File: config.mk
export PLATFORM = sky130hd
export DESIGN_NAME = powlib_busxbar_flat
export DESIGN_NICKNAME = d
export VERILOG_FILES = /design/src/rtl/powlib_busxbar_if.sv /design/src/rtl/powlib_busxbar.sv /design/src/flat_wrapper.sv
export SDC_FILE = /design/constraint.sdc
export NUM_CORES = 1
export LEC_CHECK = 0
export CAP_MARGIN = 15
export CORE_AREA = 5 5 161 163
export CTS_CLUSTER_SIZE = 12
export DETAILED_ROUTE_END_ITERATION = 7
export DIE_AREA = 0 0 166 168
export GPL_ROUTABILITY_DRIVEN = 0
export PLACE_DENSITY = 0.6
export REMOVE_ABC_BUFFERS = 1
export SYNTH_ARGS = -nofsm -noshare
export SYNTH_HDL_FRONTEND = slang
export SYNTH_SLANG_ARGS = --single-unit
export TNS_END_PERCENT = 5
File: constraint.sdc
create_clock -name clk -period 5.7 [get_ports clk]
set_input_delay 1.425 -clock clk [delete_from_list [all_inputs] [get_ports clk]]
set_output_delay 1.425 -clock clk [all_outputs]
set_load 0.05 [all_outputs]
File: src/rtl/powlib_busxbar_if.sv
// Bus bundle between the crossbar, its bus masters and its memory-mapped slaves.
// The "slave" modport is the crossbar's view; "master" is the environment's view.
interface powlib_busxbar_if #(
   parameter int B_WRS = 2,
   parameter int B_RDS = 3,
   parameter int B_AW  = 32,
   parameter int B_DW  = 40
);
   logic [B_AW*B_WRS-1:0] wraddrs;
   logic [B_DW*B_WRS-1:0] wrdatas;
   logic [B_WRS-1:0]      wrvlds;
   logic [B_WRS-1:0]      wrrdys;
   logic [B_AW*B_RDS-1:0] rdaddrs;
   logic [B_DW*B_RDS-1:0] rddatas;
   logic [B_RDS-1:0]      rdvlds;
   logic [B_RDS-1:0]      rdrdys;

   modport slave (
      input  wraddrs, wrdatas, wrvlds, rdrdys,
      output wrrdys, rdaddrs, rddatas, rdvlds
   );

   modport master (
      output wraddrs, wrdatas, wrvlds, rdrdys,
      input  wrrdys, rdaddrs, rddatas, rdvlds
   );
endinterface

File: src/rtl/powlib_busxbar.sv
// Single-clock bus crossbar: routes packed words from B_WRS masters to B_RDS
// slaves by address window, with a round-robin arbiter and a registered output
// stage per slave. Words to unmapped addresses are accepted, dropped and counted.
module powlib_busxbar #(
   parameter string ID    = "BUSXBAR",
   parameter int    EAR   = 0,
   parameter int    EDBG  = 0,
   parameter int    B_WRS = 2,
   parameter int    B_RDS = 3,
   parameter int    B_AW  = 32,
   parameter int    B_DW  = 40,
   parameter logic [B_AW*B_RDS-1:0] B_BASES = '0,
   parameter logic [B_AW*B_RDS-1:0] B_SIZES = {B_RDS{B_AW'('hFFFF)}},
   parameter int    ERRW  = 16
) (
   input  logic                clk,
   input  logic                rst,
   powlib_busxbar_if.slave     bus,
   output logic                errvld,
   output logic [B_AW-1:0]     erraddr,
   output logic [ERRW-1:0]     errcnt
);
   localparam int IW = (B_WRS > 1) ? $clog2(B_WRS) : 1;
   localparam int SW = (B_RDS > 1) ? $clog2(B_RDS) : 1;
   localparam int CW = $clog2(B_WRS + 1);

   // Per-master view after the optional input register.
   logic [B_WRS-1:0] in_vld;
   logic [B_WRS-1:0] in_rdy;
   logic [B_WRS-1:0] mapped;
   logic [B_WRS-1:0] drop;
   logic [B_AW-1:0]  in_addr [B_WRS];
   logic [B_DW-1:0]  in_data [B_WRS];
   logic [SW-1:0]    tgt     [B_WRS];

   // Per-slave arbitration results.
   logic [B_RDS-1:0] gnt_any;
   logic [B_RDS-1:0] free;
   logic [IW-1:0]    gnt_idx [B_RDS];

   genvar gi;
   genvar gj;

   for (gi = 0; gi < B_WRS; gi++) begin : g_mst
      logic          hit;
      logic [SW-1:0] sel;

      if (EAR != 0) begin : g_reg
         logic            vld_reg;
         logic [B_AW-1:0] addr_reg;
         logic [B_DW-1:0] data_reg;

         // Input stage: refill whenever empty or its word leaves this cycle.
         always_ff @(posedge clk) begin
            if (rst) begin
               vld_reg  <= 1'b0;
               addr_reg <= '0;
               data_reg <= '0;
            end else if (!vld_reg || in_rdy[gi]) begin
               vld_reg  <= bus.wrvlds[gi];
               addr_reg <= bus.wraddrs[gi*B_AW +: B_AW];
               data_reg <= bus.wrdatas[gi*B_DW +: B_DW];
            end
         end

         assign in_vld[gi]     = vld_reg;
         assign in_addr[gi]    = addr_reg;
         assign in_data[gi]    = data_reg;
         assign bus.wrrdys[gi] = !vld_reg || in_rdy[gi];
      end else begin : g_dir
         assign in_vld[gi]     = bus.wrvlds[gi];
         assign in_addr[gi]    = bus.wraddrs[gi*B_AW +: B_AW];
         assign in_data[gi]    = bus.wrdatas[gi*B_DW +: B_DW];
         assign bus.wrrdys[gi] = in_rdy[gi];
      end

      // Address decode: scan downwards so the lowest matching window wins.
      always_comb begin
         hit = 1'b0;
         sel = '0;
         for (int s = B_RDS - 1; s >= 0; s--) begin
            if ((in_addr[gi] >= B_BASES[s*B_AW +: B_AW]) &&
                ({1'b0, in_addr[gi]} <= ({1'b0, B_BASES[s*B_AW +: B_AW]} +
                                         {1'b0, B_SIZES[s*B_AW +: B_AW]}))) begin
               hit = 1'b1;
               sel = SW'(s);
            end
         end
      end

      assign mapped[gi] = hit;
      assign tgt[gi]    = sel;
      assign drop[gi]   = in_vld[gi] && !hit;
      // Unmapped words are always accepted so they can be discarded.
      assign in_rdy[gi] = !hit || (gnt_any[sel] && (gnt_idx[sel] == IW'(gi)) && free[sel]);
   end

   for (gj = 0; gj < B_RDS; gj++) begin : g_slv
      localparam logic [B_AW-1:0] BASE = B_BASES[gj*B_AW +: B_AW];

      logic            any;
      logic [IW-1:0]   idx;
      logic            xfer;
      logic [IW-1:0]   ptr_reg;
      logic            vld_reg;
      logic [B_AW-1:0] addr_reg;
      logic [B_DW-1:0] data_reg;

      assign free[gj] = !vld_reg || bus.rdrdys[gj];

      // Round-robin arbiter: first requester at or after the pointer, wrapping.
      always_comb begin
         int cand;
         any  = 1'b0;
         idx  = '0;
         cand = 0;
         for (int k = 0; k < B_WRS; k++) begin
            cand = int'(ptr_reg) + k;
            if (cand >= B_WRS) cand = cand - B_WRS;
            if (!any && in_vld[cand] && mapped[cand] && (tgt[cand] == SW'(gj))) begin
               any = 1'b1;
               idx = IW'(cand);
            end
         end
      end

      assign gnt_any[gj] = any;
      assign gnt_idx[gj] = idx;
      assign xfer        = any && free[gj];

      // Output register and pointer: load on transfer, clear when drained.
      always_ff @(posedge clk) begin
         if (rst) begin
            vld_reg  <= 1'b0;
            addr_reg <= '0;
            data_reg <= '0;
            ptr_reg  <= '0;
         end else if (xfer) begin
            vld_reg  <= 1'b1;
            addr_reg <= in_addr[idx] - BASE;
            data_reg <= in_data[idx];
            ptr_reg  <= (idx == IW'(B_WRS - 1)) ? '0 : idx + 1'b1;
         end else if (bus.rdrdys[gj]) begin
            vld_reg  <= 1'b0;
         end
      end

      assign bus.rdvlds[gj]                 = vld_reg;
      assign bus.rdaddrs[gj*B_AW +: B_AW]   = addr_reg;
      assign bus.rddatas[gj*B_DW +: B_DW]   = data_reg;
   end

   // Drop accounting: number of dropped words and lowest-index dropped address.
   logic [CW-1:0]   drop_cnt;
   logic [B_AW-1:0] drop_addr;
   logic [ERRW:0]   cnt_sum;
   logic            errvld_reg;
   logic [B_AW-1:0] erraddr_reg;
   logic [ERRW-1:0] errcnt_reg;

   // Count drops and pick the first dropped master's address.
   always_comb begin
      logic found;
      drop_cnt  = '0;
      drop_addr = '0;
      found     = 1'b0;
      for (int i = 0; i < B_WRS; i++) begin
         if (drop[i]) begin
            drop_cnt = drop_cnt + CW'(1);
            if (!found) begin
               found     = 1'b1;
               drop_addr = in_addr[i];
            end
         end
      end
      cnt_sum = {1'b0, errcnt_reg} + (ERRW+1)'(drop_cnt);
   end

   // Error report registers with a saturating drop counter.
   always_ff @(posedge clk) begin
      if (rst) begin
         errvld_reg  <= 1'b0;
         erraddr_reg <= '0;
         errcnt_reg  <= '0;
      end else begin
         errvld_reg <= |drop;
         if (|drop) erraddr_reg <= drop_addr;
         errcnt_reg <= cnt_sum[ERRW] ? '1 : cnt_sum[ERRW-1:0];
      end
   end

   assign errvld  = errvld_reg;
   assign erraddr = erraddr_reg;
   assign errcnt  = errcnt_reg;

   // Debug builds: a reported drop must always be reflected in the counter.
   always @(posedge clk) begin
      if (EDBG != 0 && !rst) begin
         assert (!errvld_reg || errcnt_reg != '0)
            else $error("%s: drop flagged with zero error count", ID);
      end
   end
endmodule
File: src/flat_wrapper.sv
// flat-port wrapper written by rule: the top's interface ports become plain ports
module powlib_busxbar_flat 
#(
   parameter string ID    = "       ",
   parameter int    EAR   = 0,
   parameter int    EDBG  = 0,
   parameter int    B_WRS = 2,
   parameter int    B_RDS = 3,
   parameter int    B_AW  = 32,
   parameter int    B_DW  = 40,
   parameter logic [B_AW*B_RDS-1:0] B_BASES = '0,
   parameter logic [B_AW*B_RDS-1:0] B_SIZES = {B_RDS{B_AW'('hFFFF)}},
   parameter int    ERRW  = 16
)
  (clk, rst, errvld, erraddr, errcnt, bus_wraddrs, bus_wrdatas, bus_wrvlds, bus_rdrdys, bus_wrrdys, bus_rdaddrs, bus_rddatas, bus_rdvlds);
  powlib_busxbar_if #(.B_WRS(B_WRS), .B_RDS(B_RDS), .B_AW(B_AW), .B_DW(B_DW)) bus_i ();
  input  logic clk;
  input  logic rst;
  output logic errvld;
  output logic [B_AW-1:0] erraddr;
  output logic [ERRW-1:0] errcnt;
  input wire logic [$bits(bus_i.wraddrs)-1:0] bus_wraddrs;
  input wire logic [$bits(bus_i.wrdatas)-1:0] bus_wrdatas;
  input wire logic [$bits(bus_i.wrvlds)-1:0] bus_wrvlds;
  input wire logic [$bits(bus_i.rdrdys)-1:0] bus_rdrdys;
  output wire logic [$bits(bus_i.wrrdys)-1:0] bus_wrrdys;
  output wire logic [$bits(bus_i.rdaddrs)-1:0] bus_rdaddrs;
  output wire logic [$bits(bus_i.rddatas)-1:0] bus_rddatas;
  output wire logic [$bits(bus_i.rdvlds)-1:0] bus_rdvlds;
  assign bus_i.wraddrs = bus_wraddrs;
  assign bus_i.wrdatas = bus_wrdatas;
  assign bus_i.wrvlds = bus_wrvlds;
  assign bus_i.rdrdys = bus_rdrdys;
  assign bus_wrrdys = bus_i.wrrdys;
  assign bus_rdaddrs = bus_i.rdaddrs;
  assign bus_rddatas = bus_i.rddatas;
  assign bus_rdvlds = bus_i.rdvlds;
  powlib_busxbar #(.ID(ID), .EAR(EAR), .EDBG(EDBG), .B_WRS(B_WRS), .B_RDS(B_RDS), .B_AW(B_AW), .B_DW(B_DW), .B_BASES(B_BASES), .B_SIZES(B_SIZES), .ERRW(ERRW)) u_core (.clk(clk), .rst(rst), .bus(bus_i), .errvld(errvld), .erraddr(erraddr), .errcnt(errcnt));
endmodule
==> results of run 1 <==
-- layout by cell type (no fill, tap or decap), types with 10 or more instances in the layout --
cell type,n
a211oi_1,32
a211oi_2,28
a21oi_1,43
a311oi_1,30
buf_4,10
clkbuf_16,17
clkdlybuf4s50_1,269
conb_1,146
dfxtp_1,123
mux2i_1,34
nand2_1,92
nor2_1,93
nor3b_1,16
-- critical path, cell delays in order --
cell,delay (ps)
clkdlybuf4s50_1,440
or4_4,570
nor4_4,460
o211ai_1,180
o21ai_0,340
buf_12,190
-- Yosys cell counts --
cell,number,area share (%)
nand2b_1,1,0.095
and4_1,2,0.27
mux2i_1,34,5.2
a211oi_1,32,3.7
a32o_1,1,0.15
nand3b_1,1,0.11
nand2_8,1,0.30
and3_1,1,0.095
clkbuf_1,28,1.6
a211oi_2,28,5.3
nor3_1,3,0.23
o21ai_0,2,0.15
buf_12,3,0.91
fa_1,1,0.30
or4_1,2,0.23
buf_1,2,0.11
xnor2_1,5,0.67
and2_1,1,0.095
inv_1,6,0.34
ha_1,2,0.38
nor2_1,93,5.3
buf_2,11,0.84
o211ai_1,1,0.11
nand3_1,5,0.38
conb_1,1,0.057
a41oi_1,1,0.13
nor2b_1,2,0.19
nand2_1,93,5.3
buf_4,150,17
o211a_1,1,0.15
nor3b_1,16,1.8
or4_4,3,0.51
a32oi_1,1,0.13
nor4b_1,1,0.13
nor4_4,1,0.32
nand4_1,3,0.29
nor4_1,5,0.48
buf_6,5,0.86
dfxtp_1,123,37
a21oi_1,43,3.3
a22oi_1,1,0.11
xor2_1,6,0.80
a311oi_1,30,4.0
-- worst paths after layout --
check / slack [ps] / depth (start not counted) / endpoint
worst max-delay path: 670 / 6 / bus_wrrdys[1]
worst min-delay path: 470 / 1 / u_core.g_slv[0].addr_reg[18]
worst max register to register: 3460 / 8 / u_core.errcnt[1]
worst min register to register: 470 / 1 / u_core.g_slv[0].addr_reg[18]
-- power by group through the flow --
stage	combinational (W)	clock, W	sequential, W
final	0.000545	0.00108	0.000893
after detailed placement	0.000543	0	0.000912
after global routing	0.000571	0.00115	0.000895
after global placement	0.000541	0	0.000912
after CTS	0.000544	0.00112	0.000893
after floorplan	0.000281	0	0.000985
-- per-stage QoR --
step                total power (W)  setup WS (ps)
finish                      0.00252            669
global route                0.00262            526
CTS                         0.00256            628
detailed placement          0.00145            468
global placement            0.00145            446
floorplan                   0.00127           -937
-- final cells by class --
class,instances,area (um2),share of cell area [%]
Timing Repair Buffer,281,2810,29.4
Clock buffer,18,439,4.61
Inverter,6,22.5,0.236
Tap cell,324,405,4.25
Clock inverter,14,146,1.54
Multi-Input combinational cell,569,3250,34.1
Sequential cell,123,2460,25.8
-- layer usage --
layer	wire length, um	global-route usage (%)	share of wire (%)
met1	8720	17.1	41
met2	10800	25.2	51
met3	1250	3.49	5.9
met4	391	4.45	1.8
met5	0	0	0
-- kinds of logic after synthesis --
logic type	synth area share (%)
compound gates	17.2
xor+xnor	1.47
fa+ha+maj	0.685
buf+inv	21.8
flops	37.5
mux	5.18
other cells	0.0570
simple gates	16.2
==> run metrics, run 1 <==
switching power=between 0.0008 and 0.0009 W; input/output buffers=around 270; Setup TNS=0 ps; total grt overflow=0; Synth Register Bits=123; hold_sp=u_core.g_slv[0].addr_reg[18]; initial drt markers=180; Num CTS Buffers=17; fmax=between 0.15 and 0.2 GHz; critical path startpoint category=input port; drt pass-1 iters=4; die width=about 170 um; dpl cells=~1300; maximum VDD drop=~170 uV; Util after Layout=roughly two fifths; Distinct cells, synth=43; RSZ-0062 raised after global routing=false; Detail Route Antenna Nets=0; ant diodes=0; critical path data arrival time=about 3600 ps; final hold vios=0; post-CTS setup buffers=0; Slew headroom=between 40% and 50%; Initial Util=between 20% and 30%; Fillers=between 2000 and 3000; WL per Instance=between 15 and 20 um; Worst Path Required=around 4300 ps; min Tclk post-route=approximately 5000 ps; die area=around 28000 um2; nets=between 1000 and 1500; hold crit path type=reg2reg; CTS tree=built; part of the power in registers=a little over a third; path type of the worst setup path=in2out; via/cell ratio=4.25; I/O pin count=approximately 420; Core ar.=between 20000 and 25000 um2; Non-Filler Instances=between 1000 and 1500; final hold slack=roughly 470 ps; Clock Sinks=roughly 120; Worst R2R Start=u_core.errcnt[0]; Die Y=about 170 um; total track usage=about 14%; status=finished, final reports clean; maximum fanout along the worst path=6; Remaining DRCs=0; Layout Skew=~13 ps; Comb power frac=between 20% and 30%; Leak Pwr=approximately 3.7 nW; initial antenna violation count=0; FP Rows=between 50 and 60; Reg clk slew, reported paths=about 60 ps; Critical path origin=bus_wraddrs[63]; clock tree buffer depth=2; Syn Area/Cell=~9 um2; synthesized instance count=752; sequential share of the synthesized area=between 30% and 40%; Setup-failing EPs final=0; vias=5669; synthesized area=between 6000 and 7000 um2; CTS H-tree depth=4; Worst-Margin Slew=roughly 850 ps; first-pass GRT wire length=31.7 mm; clk root buf=clkbuf_16; Setup crit end kind=primary output; switching part of the total=between 30% and 40%; post-CTS sizing=0; P&R area growth vs syn=45.0%; Max Cap Viol=0; Placed Area=~9000 um2; fin crit share=88.3%; Power Density=264 nW/um2; drt total wl=21.2 mm; vias in the first global route=approximately 5500; Final Cell Area=approximately 9500 um2; max FFs per register=40; largest net degree at the start of global routing=66; P_int=around 0.0017 W; Slew Limit Fails=0; hold buffers post-CTS=0; Clock Power Share=a little over two fifths; hpwl dp=between 15 and 20 mm; Synthesis Warnings=0; share of cells above drive strength 1=under 10%; Clock Latency Late Sink=between 400 and 500 ps
(Power assumes the default switching activity.)
==> run 2: changes to the inputs <==
--- a/config.mk
+++ b/config.mk
@@ -16,4 +16,3 @@
 export SYNTH_ARGS = -nofsm -noshare
 export SYNTH_HDL_FRONTEND = slang
 export SYNTH_SLANG_ARGS = --single-unit
-export TNS_END_PERCENT = 5
==> results of run 2 <==
Same layout as run 1: the final DEF is identical, and so are final timing and power.
==> run 3: changes to the inputs <==
--- a/config.mk
+++ b/config.mk
@@ -5,6 +5,7 @@
 export SDC_FILE = /design/constraint.sdc
 export NUM_CORES = 1
 export LEC_CHECK = 0
+export ABC_CLOCK_PERIOD_IN_PS = 5700
 export CAP_MARGIN = 15
 export CORE_AREA = 5 5 161 163
 export CTS_CLUSTER_SIZE = 12
==> results of run 3 <==
Same layout as run 1: the final DEF is identical, and so are final timing and power.
